File: config.mk
export PLATFORM = sky130hd
export DESIGN_NAME = serial_pe_ctrl
export DESIGN_NICKNAME = d
export VERILOG_FILES = /design/src/rtl/serial_pe_ctrl.sv
export SDC_FILE = /design/constraint.sdc
export NUM_CORES = 1
export LEC_CHECK = 0
export BUFFER_PORTS_ARGS = -buffer_cell sky130_fd_sc_hd__buf_2
export CAP_MARGIN = 5
export CORE_MARGIN = 3
export CORE_UTILIZATION = 45
export CTS_BUF_LIST = sky130_fd_sc_hd__clkbuf_16
export CTS_CLUSTER_DIAMETER = 40
export DETAILED_ROUTE_END_ITERATION = 6
export GPL_ROUTABILITY_DRIVEN = 1
export PLACE_DENSITY = 0.76
export REMOVE_ABC_BUFFERS = 1
export SLEW_MARGIN = 25
export SYNTH_ARGS = -nofsm -noshare
export SYNTH_HDL_FRONTEND = slang
export SYNTH_SLANG_ARGS = --single-unit
export TNS_END_PERCENT = 100
File: constraint.sdc
create_clock -name clk -period 2.4 [get_ports clk]
set_clock_uncertainty 0.1 [all_clocks]
set_input_delay 0.12 -clock clk [delete_from_list [all_inputs] [get_ports clk]]
set_output_delay 0.12 -clock clk [all_outputs]
set_load 0.02 [all_outputs]
File: src/rtl/serial_pe_ctrl.sv
// Sequencer for one serial MAC PE: streams neuron/weight pairs, drives PE first/last, captures results.
// Optional build macro RELU_EN clamps negative results to zero before the output buffer write.
module serial_pe_ctrl #(
    parameter int DATA_W = 16,
    parameter int RES_W  = 32,
    parameter int ADDR_W = 10,
    parameter int LEN_W  = 10
) (
    input  logic              clk,
    input  logic              rst_n,
    input  logic              start,
    input  logic [LEN_W-1:0]  vec_len,
    input  logic [LEN_W-1:0]  out_num,
    output logic              busy,
    output logic              done,
    output logic              nbuf_rd,
    output logic [ADDR_W-1:0] nbuf_addr,
    input  logic [DATA_W-1:0] nbuf_data,
    output logic              wbuf_rd,
    output logic [ADDR_W-1:0] wbuf_addr,
    input  logic [DATA_W-1:0] wbuf_data,
    output logic [DATA_W-1:0] pe_neuron,
    output logic [DATA_W-1:0] pe_weight,
    output logic [1:0]        pe_ctl,
    output logic              pe_vld,
    input  logic [RES_W-1:0]  pe_result,
    input  logic              pe_vld_o,
    output logic              obuf_wr,
    output logic [ADDR_W-1:0] obuf_addr,
    output logic [RES_W-1:0]  obuf_data
);

    typedef enum logic [1:0] {IDLE, ISSUE, DRAIN, DONE} state_t;

    state_t state, state_nx;

    logic [LEN_W-1:0]  len_q, num_q;
    logic [LEN_W-1:0]  i_cnt, o_cnt, wr_cnt;
    logic [ADDR_W-1:0] w_cnt, wr_addr;
    logic              issue, is_first, is_last, last_issue, accept, capture;
    logic [RES_W-1:0]  res_val;

    assign accept     = (state == IDLE) && start;
    assign issue      = (state == ISSUE);
    assign is_first   = (i_cnt == '0);
    assign is_last    = (i_cnt == len_q - LEN_W'(1));
    assign last_issue = issue && is_last && (o_cnt == num_q - LEN_W'(1));
    // A stray PE result outside a job must not disturb the write counter.
    assign capture    = pe_vld_o && (state != IDLE);

    always_ff @(posedge clk) begin
        if (!rst_n) state <= IDLE;
        else        state <= state_nx;
    end

    always_comb begin
        state_nx = state;
        case (state)
            IDLE:  if (start) state_nx = (vec_len == '0 || out_num == '0) ? DONE : ISSUE;
            ISSUE: if (last_issue) state_nx = DRAIN;
            DRAIN: if (wr_cnt == num_q) state_nx = DONE;
            DONE:  state_nx = IDLE;
            default: state_nx = IDLE;
        endcase
    end

    assign busy      = (state != IDLE);
    assign done      = (state == DONE);
    assign nbuf_rd   = issue;
    assign wbuf_rd   = issue;
    assign nbuf_addr = ADDR_W'(i_cnt);
    assign wbuf_addr = w_cnt;
    assign pe_neuron = nbuf_data;
    assign pe_weight = wbuf_data;

    // Issue counters; the weight address is a free-running linear count, not o*vec_len+i.
    always_ff @(posedge clk) begin
        if (!rst_n) begin
            len_q <= '0;
            num_q <= '0;
            i_cnt <= '0;
            o_cnt <= '0;
            w_cnt <= '0;
        end else if (accept) begin
            len_q <= vec_len;
            num_q <= out_num;
            i_cnt <= '0;
            o_cnt <= '0;
            w_cnt <= '0;
        end else if (issue) begin
            w_cnt <= w_cnt + ADDR_W'(1);
            if (is_last) begin
                i_cnt <= '0;
                if (!last_issue) o_cnt <= o_cnt + LEN_W'(1);
            end else begin
                i_cnt <= i_cnt + LEN_W'(1);
            end
        end
    end

    // Read data returns one cycle after the read, so the control bits are delayed to match.
    always_ff @(posedge clk) begin
        if (!rst_n) begin
            pe_vld <= 1'b0;
            pe_ctl <= 2'b00;
        end else begin
            pe_vld <= issue;
            pe_ctl <= issue ? {is_last, is_first} : 2'b00;
        end
    end

`ifdef RELU_EN
    assign res_val = pe_result[RES_W-1] ? '0 : pe_result;
`else
    assign res_val = pe_result;
`endif

    always_ff @(posedge clk) begin
        if (!rst_n) begin
            obuf_wr   <= 1'b0;
            obuf_addr <= '0;
            obuf_data <= '0;
            wr_cnt    <= '0;
            wr_addr   <= '0;
        end else begin
            obuf_wr <= capture;
            if (accept) begin
                wr_cnt  <= '0;
                wr_addr <= '0;
            end else if (capture) begin
                obuf_addr <= wr_addr;
                obuf_data <= res_val;
                wr_cnt    <= wr_cnt + LEN_W'(1);
                wr_addr   <= wr_addr + ADDR_W'(1);
            end
        end
    end

endmodule

==> metrics.md <==
| Metric | Value |
|---|---|
| Final setup margin | `-0.175 ns` |
| Die ar. | `14100 µm²` |
| WP buf/inv | `3` |
| Grt ovf | `0` |
| Sequential Area | `2370 µm²` |
| Highest clock rate | `388 MHz` |
| Clk sink count | `118` |
| Ratio of cells with drive above 1 in the final layout | `0.284` |
| Starting density of the core | `0.468` |
| First-pass DRT Iterations | `6` |
| Final WL | `17400 µm` |
| Met3 wire length | `1660 µm` |
| Routed Antenna Nets | `0` |
| Die Ht | `119 µm` |
| IO Pins | `190` |
| Leak | `0.00337 µW` |
| Status | `finished, violations left` |
| Post-Place Worst Slack | `-0.289 ns` |
| Worst Path Max Fanout | `8` |
| Clk Latency, worst-skew pair | `0.42 ns` |
| Req. time, crit path | `2.66 ns` |
| Via count | `5778` |
| Clk root buf | `clkbuf_16` |
| Final Max Tran Viols | `0` |
| Synth Flop Type | `dfxtp_1` |
| Cells along the critical path | `inv_2, ha_4, buf_6, nor2b_2, or3_1, a31o_1, nor4b_4, buf_4, o311ai_4, or4_1, nand2_1` |
| Initial antenna violation count | `0` |
| Final Cycle Share | `1.07` |
| Pin count of the biggest net entering global routing | `46` |
| Final #Nets | `1001` |
| Horiz. Die Dim | `119 µm` |
| Critical path endpoint category | `flop` |
| Netlist cell types | `54` |
| Clk buf depth | `2` |
| Yosys top cell by area | `dfxtp_1` |
| Vias in the first global route | `5629` |
| Global-route wire length before repair | `27500 µm` |
| CTS tree | `built` |
| Final HPWL DP | `10600 µm` |
| Synth warn | `0` |
| Final setup viols | `22` |
| Layout area overhead | `39.5%` |
| Clk slew on worst S/H paths | `0.06 ns` |
| H-tree Lvls | `4` |
| P per Cell Area | `956 nW/µm²` |
| Total CTS buffers | `17` |
| Normalized max-slew margin | `0.548` |
| Worst path slowest cell | `or4_1` |
| M1 WL | `7090 µm` |
| Area contributors post-synth | `dfxtp_1 41%, nand2_1 10%, a21oi_1 6.5%` |
| Final min period | `2.58 ns` |
| Global placer's final weighted congestion | `0.871` |
| DR top layer | `met4` |
| Mapped Area | `5710 µm²` |
| Worst slew pin tran | `0.671 ns` |
| RSZ-0062 raised after global routing | `yes` |
| Ys async rst share | `0` |
| Critical path class | `reg2reg` |
| Per-cell routed wire length | `16.1 µm` |
| Failing checks | `negative setup slack` |
| Power Total | `7610 µW` |
| Post-synthesis register bit count | `118` |
| Gr usage total | `0.241` |
| Fin util | `0.652` |
| Worst hold path type | `in2reg` |
| Seq/Total Area, Yosys | `0.414` |
| Crit path DAT | `2.84 ns` |
| Final Hold Fails | `0` |
| Max Cap Viol | `0` |
| Setup tns final | `-2.15 ns` |
| Avg Cell Area, Syn | `8.04 µm²` |
| Area of the multi-input gates | `3060 µm²` |
| Layout fillers | `977` |
| Crit path launch type | `flop` |
| Synth Instances | `710` |
| # rows | `40` |
| Initial DRC Count | `349` |
| Routed wire length on met2 | `8330 µm` |
| CP top delay family | `simple AND/OR/NAND/NOR gates` |
| DRC | `0` |
| Yosys top cell area share | `0.414` |
| Vias per cell | `5.34` |
| Port Buf Inserts | `125` |
| Total core area | `12200 µm²` |
| Max VDD drop | `0.810 mV` |
| CP peak stage delay | `0.51 ns` |
| Antenna Cells | `0` |
| Number of flops mapped to enable cells by yosys | `0` |
[worst paths after layout]
check	from	end	slack, ns	depth (start not counted)
setup / recovery	len_q[1]	o_cnt[3]	-0.18	11
hold / removal	pe_vld_o	obuf_addr[2]	0.04	4
setup reg to reg	len_q[1]	o_cnt[3]	-0.18	11
hold reg to reg	obuf_data[2]	obuf_data[2]	0.35	2
[tightest hold or removal path: stages]
cell     delay (ns)
buf_2          0.10
nor2b_4        0.14
nand2_1        0.09
a21oi_1        0.07
[power breakdown]
part	internal [µW]	total [µW]	switching, µW
combinational	988	2490	1500
sequential	2160	2320	158
clock	1850	2810	961
[metrics by stage]
step / cell area (µm²) / instances / hold slack [ns]
after detailed placement: 6580 / 990 / 0.140
after floorplan: 5320 / 642 / 0.140
after global routing: 7970 / 1082 / 0.0548
final: 7970 / 1082 / 0.0401
after CTS: 7890 / 1080 / 0.0301
after global placement: 6580 / 990 / 0.140
[metal layers]
metal	GRT usage	vias up
met2	0.388	304
met5	0	-
met3	0.103	36
li1	-	2756
met1	0.290	2682
met4	0.0804	0
[cells by family (layout without fill, tap and decap cells)]
kind of cell,count (synthesis),count (layout),synth area share
AND/OR/NAND/NOR,324,324,0.269
buffers and inverters,82,285,0.0775
XOR/XNOR,64,64,0.0981
adder cells (fa/ha/maj),12,12,0.0263
multiplexers,2,2,0.00351
AO/OA/AOI/OAI,108,109,0.112
flip-flops,118,118,0.414
[final cells by class]
cell class / instances / area share
flip-flops and latches: 118 / 0.297
clock buffers: 17 / 0.0534
well taps: 168 / 0.0264
repair buffers: 239 / 0.204
multi-input cells: 511 / 0.384
clock inverters: 15 / 0.0286
inverters: 14 / 0.00660
[what timing repair did]
action / in CTS / in global routing
setup endpoints to repair: 22 / 22
hold buffers: 52 / 0
pin swaps: 22 / 4
cloned: 1 / 0
resized for setup: 24 / 13
buffers inserted: 5 / 2
hold endpoints to repair: 52 / 0
[registers in the layout (all words and copies together) (netlist names), 2 cells and up]
| register | count |
|---|---|
| pe_ctl | 2 |
| wr_addr | 10 |
| wr_cnt | 10 |
| num_q | 10 |
| state | 2 |
| len_q | 10 |
| obuf_data | 32 |
| nbuf_addr | 10 |
| wbuf_addr | 10 |
| obuf_addr | 10 |
| o_cnt | 10 |
[cells in the mapped netlist, types with 3 or more instances]
cell type / instances
dfxtp_1: 118
inv_1: 14
nor2b_1: 6
nand3b_1: 4
o21ai_0: 11
nor4_1: 15
buf_1: 4
a21oi_1: 74
nor2_1: 58
buf_2: 3
a31oi_1: 4
or4_1: 3
nand3_1: 18
ha_1: 12
nor3_1: 7
buf_4: 35
xor2_1: 38
nand2b_1: 3
a221oi_1: 3
clkbuf_1: 26
nand4_1: 15
and3_1: 10
xnor2_1: 26
nand2_1: 155
or3_1: 11
[cell usage in the layout, fill, tap and decap left out, types with 12 or more instances in the layout]
cell type	count
dfxtp_1	114
a21oi_1	73
nor4_1	12
nor2_1	57
buf_2	125
xor2_1	38
clkbuf_16	17
xnor2_1	26
dlygate4sd3_1	52
nand2_1	155
nand4_1	15
buf_4	59
nand3_1	17
(Power assumes the default switching activity.)
